**config.mk**
```make
export PLATFORM = sky130hd
export DESIGN_NAME = jk_excitation_driver
export DESIGN_NICKNAME = d
export VERILOG_FILES = /design/src/rtl/jk_excitation_driver.sv
export SDC_FILE = /design/constraint.sdc
export NUM_CORES = 1
export LEC_CHECK = 0
export CAP_MARGIN = 15
export CORE_MARGIN = 4
export CORE_UTILIZATION = 49
export CTS_CLUSTER_DIAMETER = 100
export DETAILED_ROUTE_END_ITERATION = 8
export GPL_ROUTABILITY_DRIVEN = 1
export HOLD_SLACK_MARGIN = 0.05
export PLACE_DENSITY = 0.85
export RECOVER_POWER = 100
export SLEW_MARGIN = 20
export SYNTH_ARGS = -nofsm -noshare
export SYNTH_HDL_FRONTEND = slang
export SYNTH_SLANG_ARGS = --single-unit
```
**constraint.sdc**
```tcl
create_clock -name Clock -period 6.63 [get_ports Clock]
set_input_delay 1.326 -clock Clock [delete_from_list [all_inputs] [get_ports Clock]]
set_output_delay 1.326 -clock Clock [all_outputs]
set_load 0.05 [all_outputs]
```
**src/rtl/jk_excitation_driver.sv**
```systemverilog
// rtl/jk_excitation_driver.sv - derives J/K excitations for a goal state and applies them to a JK bank
module jk_excitation_driver #(
  parameter int WIDTH     = 4,
  parameter int DC_POLICY = 0,
  parameter int CNT_W     = 8
) (
  input  logic             Clock,
  input  logic             Reset,
  input  logic             in_valid,
  output logic             in_ready,
  input  logic [1:0]       mode,
  input  logic [WIDTH-1:0] target,
  output logic [WIDTH-1:0] J_out,
  output logic [WIDTH-1:0] K_out,
  output logic [WIDTH-1:0] Q,
  output logic [WIDTH-1:0] Q_bar,
  output logic             done,
  output logic             match,
  output logic [CNT_W-1:0] toggle_count,
  output logic [CNT_W-1:0] err_count
);

  localparam logic [1:0] IDLE   = 2'd0;
  localparam logic [1:0] ENCODE = 2'd1;
  localparam logic [1:0] APPLY  = 2'd2;
  localparam logic [1:0] CHECK  = 2'd3;

  localparam logic [1:0] M_LOAD = 2'd0;
  localparam logic [1:0] M_INCR = 2'd1;
  localparam logic [1:0] M_DECR = 2'd2;

  // Popcount of a WIDTH<=16 vector fits in 5 extra bits above the counter.
  localparam int SUM_W = CNT_W + 5;

  localparam logic [WIDTH-1:0] DC_VEC  = (DC_POLICY != 0) ? {WIDTH{1'b1}} : {WIDTH{1'b0}};
  localparam logic [CNT_W-1:0] CNT_MAX = {CNT_W{1'b1}};

  logic [1:0]       state;
  logic [1:0]       mode_q;
  logic [WIDTH-1:0] target_q;
  logic [WIDTH-1:0] goal;
  logic [WIDTH-1:0] goal_next;
  logic [WIDTH-1:0] j_next;
  logic [WIDTH-1:0] k_next;
  logic [WIDTH-1:0] q_next;
  logic [SUM_W-1:0] toggle_sum;

  assign in_ready = (state == IDLE);
  assign Q_bar    = ~Q;

  // Goal state for the latched request, taken from the bank's current contents.
  always_comb begin
    goal_next = Q;
    case (mode_q)
      M_LOAD:  goal_next = target_q;
      M_INCR:  goal_next = Q + WIDTH'(1);
      M_DECR:  goal_next = Q - WIDTH'(1);
      default: goal_next = Q;
    endcase
  end

  // Inverse JK table: a 0 bit only needs J, a 1 bit only needs K; the other input is don't-care.
  always_comb begin
    j_next = (~Q & goal_next) | (Q & DC_VEC);
    k_next = (Q & ~goal_next) | (~Q & DC_VEC);
    if (mode_q == 2'b11) begin
      j_next = '0;
      k_next = '0;
    end
  end

  // JK bank response plus the saturating toggle tally for this application.
  always_comb begin
    q_next     = (J_out & ~Q) | (~K_out & Q);
    toggle_sum = {5'b0, toggle_count};
    for (int i = 0; i < WIDTH; i++) begin
      toggle_sum = toggle_sum + SUM_W'(J_out[i] & K_out[i]);
    end
  end

  // Sequencer: fixed four-cycle walk once a request is accepted.
  always_ff @(posedge Clock or posedge Reset) begin
    if (Reset) begin
      state <= IDLE;
    end else begin
      case (state)
        IDLE:    if (in_valid) state <= ENCODE;
        ENCODE:  state <= APPLY;
        APPLY:   state <= CHECK;
        default: state <= IDLE;
      endcase
    end
  end

  // Datapath: request capture, excitation registers, JK bank, result flags and statistics.
  always_ff @(posedge Clock or posedge Reset) begin
    if (Reset) begin
      mode_q       <= '0;
      target_q     <= '0;
      goal         <= '0;
      J_out        <= '0;
      K_out        <= '0;
      Q            <= '0;
      done         <= 1'b0;
      match        <= 1'b0;
      toggle_count <= '0;
      err_count    <= '0;
    end else begin
      done <= 1'b0;
      case (state)
        IDLE: begin
          if (in_valid) begin
            mode_q   <= mode;
            target_q <= target;
          end
        end
        ENCODE: begin
          goal  <= goal_next;
          J_out <= j_next;
          K_out <= k_next;
        end
        APPLY: begin
          Q     <= q_next;
          done  <= 1'b1;
          match <= (q_next == goal);
          if (toggle_sum > SUM_W'(CNT_MAX)) toggle_count <= CNT_MAX;
          else                              toggle_count <= toggle_sum[CNT_W-1:0];
        end
        default: begin
          if (!match && err_count != CNT_MAX) err_count <= err_count + CNT_W'(1);
        end
      endcase
    end
  end

endmodule

```
==> flow_metrics.env <==
export IMPL_mostFrequentLayoutCells="dfrtp_1, dlygate4sd3_1, nand2_1"
export IMPL_h_tree_depth=2
export IMPL_die_width_um=77.32
export IMPL_ant_nets=0
export IMPL_grt_max_degree=43
export IMPL_cts_resized=0
export IMPL_nets=300
export IMPL_gp_congestion=0.8562
export IMPL_setup_viol_count_final=0
export IMPL_setup_ws_ns=3.147
export IMPL_cap_violations=1
export IMPL_io_pins=44
export IMPL_syn_num_nets=258
export IMPL_cts_tree="built"
export IMPL_worst_hold_path_num_cells=1
export IMPL_wl_per_cell_um=14.70
export IMPL_fillers=356
export IMPL_powerDensity_nw_per_um2=516.1
export IMPL_fin_cells=328
export IMPL_skew_ns=0.01519
export IMPL_rows=24
export IMPL_drv_slew=43
export IMPL_min_period_ns=3.483
export IMPL_cp_arrival_ns=3.46
export IMPL_overflow=0
export IMPL_synth_simple_area_share=0.1419
export IMPL_grt_usage=0.1733
export IMPL_synth_top_family_by_area="compound AO/OA/AOI/OAI gates"
export IMPL_drive_above_1_share=0.08333
export IMPL_yosys_most_used_dff="dfrtp_1"
export IMPL_synthMuxAreaShare=0.06642
export IMPL_ys_warn_count=0
export IMPL_rsz0062_at_grt="no"
export IMPL_clk_latency_ns=0.31
export IMPL_cts_made_buffers=5
export IMPL_power_mw=1.490
export IMPL_worstRegToRegCells=8
export IMPL_netlist_instances=233
export IMPL_place_ws_ns=3.754
export IMPL_crit_type="in -> async"
export IMPL_synth_area_per_cell_um2=10.11
export IMPL_ys_seq_elements=42
export IMPL_area_delta_synth_final_pct=22.58
export IMPL_synth_cell_types=50
export IMPL_clk_pin_slew_ns=0.09
export IMPL_die_y_um=77.32
export IMPL_viasPerCell=5.634
export IMPL_antenna_cells=0
export IMPL_ctsHoldBuffers=0
export IMPL_power_leakage_nw=1.331
export IMPL_ir_drop_mv=0.3242
export IMPL_hpwl_mm=3.695
export IMPL_drc_errors=0
export IMPL_hold_viol=0
export IMPL_dr_pass1_iters=4
export IMPL_post_cts_setup_buffer_count=0
export IMPL_grt_pass1_wl_mm=8.300
export IMPL_crit_path_start_kind="primary input"
export IMPL_endpoint_kind="async pin"
export IMPL_drt_iter0_markers=57
export IMPL_synthAdderAreaFrac=0.09458
export IMPL_clockBufferDepth=2
export IMPL_worst_slew_pin_slew_ns=2.148
export IMPL_finalSetupTns_ns=0
export IMPL_coreArea_um2=4504
export IMPL_num_vias=1848
export IMPL_io_buffers=43
export IMPL_hp_class="reg -> reg"
export IMPL_maxSlewHeadroom=-0.4322
export IMPL_async_reset_ff_frac=1.000
export IMPL_violations="max-capacitance violations, max-slew violations"
export IMPL_status="finished, violations left"
export IMPL_period_share=0.5253
export IMPL_cts_sinks=42
export IMPL_cts_root_buf="clkbuf_8"
export IMPL_dieArea_um2=5978
export IMPL_routed_wl_mm=4.821
export IMPL_cp_max_fo=42
export IMPL_grt_pass1_vias=1756
export IMPL_layout_commonest_cell="dfrtp_1"
export IMPL_synth_compound_area_frac=0.1530
export IMPL_synth_area_um2=2355
export IMPL_antenna_found_initial=0
export IMPL_initial_core_util=0.5228
export IMPL_ys_seq_area_frac=0.4463
export IMPL_cp_data_required_time_ns=6.60
export IMPL_synthXorXnorAreaFrac=0.04410
export IMPL_synth_edff_count=0
export IMPL_max_clock_freq_ghz=0.2871
export IMPL_post_place_cells=320
## worst max-delay path, stage by stage
cell and delay (ns):
dlygate4sd3_1 0.53, inv_1 0.05, clkbuf_1 1.52
## layer usage
| metal | GRT usage | vias up | wire length (um) | share of wire |
|---|---|---|---|---|
| met2 | 0.2841 | 56 | 2343 | 0.49 |
| li1 | - | 902 | - | - |
| met3 | 0.05504 | 4 | 286 | 0.059 |
| met5 | 0 | - | 0 | 0 |
| met4 | 0.04982 | 0 | 44 | 0.0091 |
| met1 | 0.2203 | 886 | 2146 | 0.45 |
## synth_stat cells (2+ instances only)
master | instances | area share
buf_2 | 5 | 0.011
and2_1 | 5 | 0.013
dfrtp_1 | 42 | 0.45
inv_2 | 4 | 0.0064
o21ai_1 | 2 | 0.0043
a32o_1 | 2 | 0.0085
o21ai_0 | 9 | 0.019
xnor2_1 | 6 | 0.022
nor2_1 | 12 | 0.019
or3_1 | 3 | 0.0080
nor2b_1 | 2 | 0.0053
a221oi_1 | 2 | 0.0074
a21oi_1 | 11 | 0.023
inv_1 | 16 | 0.026
fa_1 | 3 | 0.026
o32ai_1 | 3 | 0.011
a21o_1 | 2 | 0.0064
nor3_1 | 4 | 0.0085
nand2_1 | 27 | 0.043
and3_1 | 2 | 0.0053
a31oi_1 | 3 | 0.0080
nand2b_1 | 2 | 0.0053
xor2_1 | 4 | 0.015
clkbuf_1 | 2 | 0.0032
mux2_1 | 2 | 0.0096
mux2_2 | 11 | 0.053
and4_1 | 2 | 0.0074
o2bb2ai_1 | 2 | 0.0074
nand4_1 | 3 | 0.0080
ha_1 | 13 | 0.069
nand3_1 | 7 | 0.015
o211ai_1 | 2 | 0.0064
## power by group
| part | total [mW] | internal, mW | switching (mW) |
|---|---|---|---|
| combinational | 0.853 | 0.302 | 0.552 |
| sequential | 0.467 | 0.349 | 0.118 |
| clock | 0.170 | 0.0740 | 0.0957 |
| total | 1.49 | 0.725 | 0.765 |
## logic make-up (layout without fill, tap and decap cells)
logic type / Yosys count / in the layout
AOI/OAI and AO/OA: 51 / 51
muxes: 14 / 14
and+or+nand+nor: 70 / 70
xor gates and xnor gates: 11 / 11
buffers and inverters: 29 / 72
DFF: 42 / 42
adders and majority gates: 16 / 16
## sequential cells by signal (all words and copies together) (netlist names), 4 cells and up
register / cells
err_count: 8
goal: 4
K_out: 4
J_out: 4
target_q: 4
Q: 4
toggle_count: 8
## per-stage QoR
| stage | hold WS (ns) | util | instance area (um2) |
|---|---|---|---|
| 6_report | 0.5043 | 0.6408 | 2887 |
| 5_1_grt | 0.5384 | 0.6408 | 2887 |
| 4_1_cts | 0.5110 | 0.6431 | 2897 |
| 3_5_place_dp | 0.4990 | 0.6231 | 2806 |
| 3_3_place_gp | 0.4899 | 0.6231 | 2806 |
| 2_1_floorplan | 0.4636 | - | 2355 |
## layout make-up
class	count	area [um2]	area share
multi-input cells	162	1171	0.4057
flip-flops and latches	42	1051	0.3641
repair buffers	44	434.2	0.1504
inverters	20	75.07	0.02601
clock buffers	5	68.82	0.02384
well taps	52	65.06	0.02254
clock inverters	3	21.27	0.007369
## path summary, 6_finish.rpt
check / from / end / slack (ns)
worst min register to register: K_out[3] / Q[3] / 0.50
min in group asynchronous: Reset / err_count[2] / 2.23
max in group Clock: state[0] / in_ready / 3.38
worst min-delay path: K_out[3] / Q[3] / 0.50
worst max-delay path: Reset / state[0] / 3.15
worst max register to register: J_out[0] / toggle_count[5] / 3.95
(Power assumes the default switching activity.)
